--- src/rtl/spi_slave.sv ---
// spi_slave: 16-bit SPI target, modes 0-3, oversampled in the clk domain.
// One word in and one word out per chip-select, valid/ready local side.
module spi_slave #(
  parameter int SPI_MODE    = 1,
  parameter int SYNC_STAGES = 2
) (
  input  logic        clk,
  input  logic        rst_n,
  input  logic        sclk,
  input  logic        cs_n,
  input  logic        mosi,
  output logic        miso,
  input  logic        tx_valid,
  input  logic [15:0] tx_data,
  output logic        tx_ready,
  output logic        rx_valid,
  output logic [15:0] rx_data,
  output logic        frame_err,
  output logic        tx_underrun
);

  localparam logic CPOL = (SPI_MODE == 2) || (SPI_MODE == 3);
  localparam logic CPHA = (SPI_MODE == 1) || (SPI_MODE == 3);

  typedef enum logic [1:0] {
    IDLE,
    ACTIVE,
    DONE
  } state_t;

  state_t state, state_nx;

  logic [SYNC_STAGES-1:0] sclk_sync;
  logic [SYNC_STAGES-1:0] cs_sync;
  logic [SYNC_STAGES-1:0] mosi_sync;
  logic                   sclk_d;
  logic                   cs_d;

  logic        sclk_s, cs_s, mosi_s;
  logic        lead, trail;
  logic        sample_e, shift_e;
  logic        cs_fall, cs_rise;

  logic        load, do_sample, do_shift;
  logic        last, abort, to_idle;

  logic [15:0] hold_data;
  logic        hold_full;
  logic [15:0] tx_sh;
  logic [14:0] rx_sh;
  logic [3:0]  bit_cnt;

  always_ff @(posedge clk or negedge rst_n) begin
    if (!rst_n) begin
      sclk_sync <= {SYNC_STAGES{CPOL}};
      cs_sync   <= '1;
      mosi_sync <= '0;
      sclk_d    <= CPOL;
      cs_d      <= 1'b1;
    end else begin
      sclk_sync <= {sclk_sync[SYNC_STAGES-2:0], sclk};
      cs_sync   <= {cs_sync[SYNC_STAGES-2:0], cs_n};
      mosi_sync <= {mosi_sync[SYNC_STAGES-2:0], mosi};
      sclk_d    <= sclk_sync[SYNC_STAGES-1];
      cs_d      <= cs_sync[SYNC_STAGES-1];
    end
  end

  assign sclk_s = sclk_sync[SYNC_STAGES-1];
  assign cs_s   = cs_sync[SYNC_STAGES-1];
  assign mosi_s = mosi_sync[SYNC_STAGES-1];

  assign lead     = (sclk_s != CPOL) && (sclk_d == CPOL);
  assign trail    = (sclk_s == CPOL) && (sclk_d != CPOL);
  assign sample_e = CPHA ? trail : lead;
  assign shift_e  = CPHA ? lead : trail;
  assign cs_fall  = !cs_s && cs_d;
  assign cs_rise  = cs_s && !cs_d;

  assign tx_ready = !hold_full;

  always_ff @(posedge clk or negedge rst_n) begin
    if (!rst_n) state <= IDLE;
    else        state <= state_nx;
  end

  // 16th sample and cs_n rise together: word completes, straight to IDLE
  always_comb begin
    state_nx = state;
    unique case (state)
      IDLE:    if (cs_fall) state_nx = ACTIVE;
      ACTIVE: begin
        if (cs_rise)   state_nx = IDLE;
        else if (last) state_nx = DONE;
      end
      DONE:    if (cs_rise) state_nx = IDLE;
      default: state_nx = IDLE;
    endcase
  end

  always_comb begin
    load      = 1'b0;
    do_sample = 1'b0;
    do_shift  = 1'b0;
    last      = 1'b0;
    abort     = 1'b0;
    to_idle   = 1'b0;
    unique case (state)
      IDLE: load = cs_fall;
      ACTIVE: begin
        last      = sample_e && (bit_cnt == 4'd15);
        abort     = cs_rise && !last;
        do_sample = sample_e && !abort;
        do_shift  = shift_e && !abort;
        to_idle   = cs_rise;
      end
      DONE: to_idle = cs_rise;
      default: ;
    endcase
  end

  always_ff @(posedge clk or negedge rst_n) begin
    if (!rst_n) begin
      miso        <= 1'b0;
      rx_valid    <= 1'b0;
      rx_data     <= '0;
      frame_err   <= 1'b0;
      tx_underrun <= 1'b0;
      hold_data   <= '0;
      hold_full   <= 1'b0;
      tx_sh       <= '0;
      rx_sh       <= '0;
      bit_cnt     <= '0;
    end else begin
      rx_valid    <= 1'b0;
      frame_err   <= 1'b0;
      tx_underrun <= 1'b0;
      if (load) begin
        hold_full   <= 1'b0;
        tx_sh       <= hold_full ? hold_data : 16'h0000;
        tx_underrun <= !hold_full;
        bit_cnt     <= '0;
        if (!CPHA) miso <= hold_full & hold_data[15];
      end
      // accept after load so an empty register can refill in the same cycle
      if (tx_valid && tx_ready) begin
        hold_data <= tx_data;
        hold_full <= 1'b1;
      end
      if (do_shift) begin
        miso  <= CPHA ? tx_sh[15] : tx_sh[14];
        tx_sh <= {tx_sh[14:0], 1'b0};
      end
      if (do_sample) begin
        rx_sh   <= {rx_sh[13:0], mosi_s};
        bit_cnt <= bit_cnt + 4'd1;
      end
      if (last) begin
        rx_data  <= {rx_sh, mosi_s};
        rx_valid <= 1'b1;
      end
      if (abort) frame_err <= 1'b1;
      if (to_idle) miso <= 1'b0;
    end
  end

endmodule

--- config.mk ---
export PLATFORM = sky130hd
export DESIGN_NAME = spi_slave
export DESIGN_NICKNAME = d
export VERILOG_FILES = /design/src/rtl/spi_slave.sv
export SDC_FILE = /design/constraint.sdc
export NUM_CORES = 1
export LEC_CHECK = 0
export ABC_CLOCK_PERIOD_IN_PS = 1600
export CELL_PAD_IN_SITES_DETAIL_PLACEMENT = 1
export CELL_PAD_IN_SITES_GLOBAL_PLACEMENT = 1
export CORE_MARGIN = 5
export CORE_UTILIZATION = 40
export CTS_CLUSTER_SIZE = 16
export DETAILED_ROUTE_END_ITERATION = 8
export PLACE_DENSITY = 0.81
export SETUP_SLACK_MARGIN = 0.1
export SLEW_MARGIN = 20
export SYNTH_ARGS = -nofsm -noshare
export SYNTH_HDL_FRONTEND = slang
export SYNTH_SLANG_ARGS = --single-unit
export TNS_END_PERCENT = 5
--- constraint.sdc ---
create_clock -name clk -period 1.6 [get_ports clk]
set_input_delay 0.16 -clock clk [delete_from_list [all_inputs] [get_ports clk]]
set_output_delay 0.16 -clock clk [all_outputs]
set_load 0.02 [all_outputs]
==> impl_results.md <==
- Run status: finished, violations left
- Violated checks: setup timing
- Crit path setup slack, layout: -0.00676 ns
- Clk Latency, worst-skew pair: roughly 0.35 ns
- Area growth, synth to finish: 34.1%
- Combinational Power Share: 0.264
- Number of top-level design ports: 43
- Floorplan row count: 33
- Crit path kind: reg2reg
- Synthesized cell area: between 3000 and 4000 sq um
- Maximum fanout along the worst path: 8
- Number of clock sinks: a little over 80
- Cells along the critical path: inv_2 > ha_4 > nand3b_1 > a21oi_4 > buf_6 > mux2_4
- Post-Synthesis Mean Instance Area: between 10 and 15 sq um
- Die span in y: ~100 um
- Count of different cell masters after synthesis: 33
- GP Congestion: between 0.7 and 0.8
- Via/cell ratio: 5.07
- RSZ-0062 raised after global routing: true
- Reg power frac: 0.502
- Largest cells by area after synthesis: sky130_fd_sc_hd__dfrtp_1 (60%), sky130_fd_sc_hd__mux2_2 (13%), sky130_fd_sc_hd__mux2_4 (4.1%), sky130_fd_sc_hd__a31oi_1 (2.8%), sky130_fd_sc_hd__nor2_1 (2.7%)
- Adder and majority cell fraction of the synthesized area: 0.0151
- Buffer depth of the longest clock path: 2
- Worst reg2reg path depth: 6
- Top-area cell type share of the netlist area: 0.597
- Internal Pwr Total: between 4 and 5 mW
- Library cell used as clock root buffer: sky130_fd_sc_hd__clkbuf_8
- Remaining DRCs: 0
- Clock buffers created by TritonCTS: 9
- Drt total wl: a little under 8000 um
- CP Buf/Inv Count: 2
- Sum of met2 wire segment lengths after detailed routing: 4130 um
- Top layer reached by signal wires: met4
- Clock skew: 0.0108 ns
- Fraction of synthesized area in multiplexers: 0.176
- PwrDens: about 1300 nW/um^2
- Number of optimization iterations in the first detailed-route pass: 4
- Crit. End Element: flop
- Hold Crit Class: in2async
- Leakage power total: ~2.2 nW
- Area of the core: a little over 8000 sq um
- Register bit count reported by yosys: 82
- Cell taking the most area after synthesis: sky130_fd_sc_hd__dfrtp_1
- Effective utilization at floorplan: 0.407
- Die width: 101 um
- Average wire per cell in the routed design: between 15 and 20 um
- Post-Route Utilization: 0.546
- Arrival time worst endpoint: between 1.5 and 2 ns
- First DRT Iteration DRCs: slightly above 40
- Number of global-route vias before repair: approximately 2600
- Category of the worst setup path launch point: flop
- Min Clock Period, post-route: ~1.6 ns
- Maximum number of pins on one net before global-route repair: 33
- Total GRT Usage: 0.163
- CTS tree: done
- Number of H-tree levels: 3
- Count of antenna-violating nets left after detailed routing: 0
- Critical Path Max Stage Delay: 0.39 ns
- Final clock period utilization by the worst path: 1.00
- Max-cap check violation count: 0
- Number of synthesized flops with an enable pin: 0
- Rel. slew slack: 0.823
- Simple-gate area share of the yosys netlist: 0.106
- Sum of met3 wire segment lengths after detailed routing: about 400 um
- Cell with the largest stage delay on the worst path: sky130_fd_sc_hd__dfrtp_1
- Final hold viol count: 0
- Slew at the pin closest to its max-slew limit: 0.265 ns
- Asr flop ratio synth: 1.00
- Antenna Diode Count: 0
- Die area: between 10000 and 15000 sq um
- Fmax achieved: ~620 MHz
- Final setup violation count: 6
- Complex-gate fraction of the synthesized area: 0.0578
- Number of vias after detailed routing: 2238
- Final #Nets: 357
- Post-Route M1 WL: around 3300 um
- Kind of cell adding the most delay to the critical path: flip-flops
- P_sw: about 1.8 mW
- Data required time of the worst path: 1.84 ns
- Fraction of final layout cells with drive strength greater than 1: 0.339
- Initial antenna violation count: 0
- Total half-perimeter wirelength after legalization and detailed placement: between 4000 and 5000 um
- Clock network fraction of design power: 0.235
- Most used DFF post-synth: sky130_fd_sc_hd__dfrtp_1
- Peak supply drop: 0.572 mV
- Wire length of the first global-routing pass: around 13000 um
- Depth of the critical timing path with buffers and inverters included: 6
- Clock transition at the registers of the reported paths: approximately 0.08 ns
- Grt ovf: 0
- Largest family of logic cells by synthesized area: multiplexers
- Portion of the post-synthesis area used by sequential elements: 0.621
- Syn Nets: about 280
- Area share of xor/xnor cells in the synthesized design: 0
- Cells after synthesis: 256
- Setup Total Neg Slack: -0.0276 ns
- Switching share of power: 0.308
- Yosys Warn Count: 0
- Port buffer count: 42
- Max-slew violation total from the final report: 0
through the flow:
stage / area (sq um) / cells / setup WS (ns) / total power, mW / hold WS (ns)
floorplan: 3320 / 256 / -0.00538 / 3.75 / -0.136
global placement: 4000 / 412 / 0.0182 / 4.23 / 0.0212
detailed placement: 4000 / 412 / -0.0544 / 4.35 / 0.0205
CTS: 4350 / 438 / -0.0100 / 5.86 / 0.192
global route: 4440 / 441 / -0.0686 / 6.26 / 0.185
finish: 4440 / 441 / -0.00676 / 5.87 / 0.206
metal layers:
| metal | vias up | GRT usage |
|---|---|---|
| li1 | 1050 | - |
| met1 | 1136 | 0.191 |
| met2 | 45 | 0.288 |
| met3 | 7 | 0.0533 |
| met4 | 0 | 0.0429 |
| met5 | - | 0 |
cells by family (layout without fill, tap and decap cells):
group                      Yosys count  after routing
muxes                               49             49
DFF                                 82             82
buffers and inverters               18             96
and+or+nand+nor                     73             75
adders and majority gates            4              4
AOI/OAI and AO/OA                   30             30
worst reg2reg max path, stage by stage (launching register included):
cell	delay, ns
sky130_fd_sc_hd__dfrtp_1	0.39
sky130_fd_sc_hd__inv_2	0.09
sky130_fd_sc_hd__ha_4	0.13
sky130_fd_sc_hd__nand3b_1	0.16
sky130_fd_sc_hd__a21oi_4	0.23
sky130_fd_sc_hd__buf_6	0.19
sky130_fd_sc_hd__mux2_4	0.31
power groups by stage:
stage          logic (mW)  registers [mW]  clock network (mW)
2_1_floorplan       0.883            2.87                   0
3_3_place_gp         1.30            2.93                   0
3_5_place_dp         1.39            2.96                   0
4_1_cts              1.49            2.94                1.43
5_1_grt              1.71            3.01                1.53
6_report             1.55            2.94                1.38
placed cells by master, fill, tap and decap left out, types with 14 or more instances in the layout:
master                            instances
sky130_fd_sc_hd__a31oi_1                 14
sky130_fd_sc_hd__buf_4                   25
sky130_fd_sc_hd__clkdlybuf4s50_1         23
sky130_fd_sc_hd__dfrtp_1                 79
sky130_fd_sc_hd__dlygate4sd2_1           16
sky130_fd_sc_hd__mux2_2                  18
sky130_fd_sc_hd__mux2_4                  30
sky130_fd_sc_hd__nand2_1                 20
sky130_fd_sc_hd__nand3_1                 17
sky130_fd_sc_hd__nor2_1                  21
Yosys cell counts (2+ instances only):
cell,number
sky130_fd_sc_hd__a31oi_1,15
sky130_fd_sc_hd__nand2b_1,2
sky130_fd_sc_hd__dfstp_2,3
sky130_fd_sc_hd__nor2_1,24
sky130_fd_sc_hd__a21oi_1,5
sky130_fd_sc_hd__dfrtp_1,79
sky130_fd_sc_hd__inv_1,5
sky130_fd_sc_hd__nand2_1,20
sky130_fd_sc_hd__ha_1,4
sky130_fd_sc_hd__clkbuf_1,8
sky130_fd_sc_hd__nand3_1,17
sky130_fd_sc_hd__mux2_4,9
sky130_fd_sc_hd__nor2b_1,2
sky130_fd_sc_hd__mux2_2,39
sky130_fd_sc_hd__buf_2,4
sky130_fd_sc_hd__o21ai_0,3
sequential cells by signal, indices dropped and copies added (netlist names):
signal / count
hold_data: 16
rx_data: 16
tx_sh: 16
rx_sh: 15
bit_cnt: 4
cs_sync: 2
mosi_sync: 2
sclk_sync: 2
state: 2
cs_d: 1
frame_err: 1
hold_full: 1
miso: 1
rx_valid: 1
sclk_d: 1
tx_underrun: 1
worst paths after layout:
path                                end    startpoint  slack, ns
hold reg to reg            mosi_sync[1]  mosi_sync[0]       0.35
setup reg to reg              rx_sh[11]      state[1]     -0.007
hold / removal                 tx_sh[1]         rst_n       0.21
min in group clk             cs_sync[0]          cs_n       0.21
max in group asynchronous    cs_sync[1]         rst_n       0.82
setup / recovery              rx_sh[11]      state[1]     -0.007
area by class of cell:
class | instances | area, sq um
sequential | 82 | 2060
multi-input combinational | 158 | 1350
inverter | 5 | 18.8
clock buffer | 12 | 155
tap | 105 | 131
clock inverter | 4 | 26.3
timing repair buffer | 75 | 701
fill | 835 | 3690
timing repair:
action	4_1_cts	5_1_grt
gates cloned	3	0
hold buffers	1	0
hold endpoints to repair	80	0
pin swaps	4	3
buffers inserted	6	3
setup endpoints to repair	68	58
resized for setup	43	19
(Power assumes the default switching activity.)
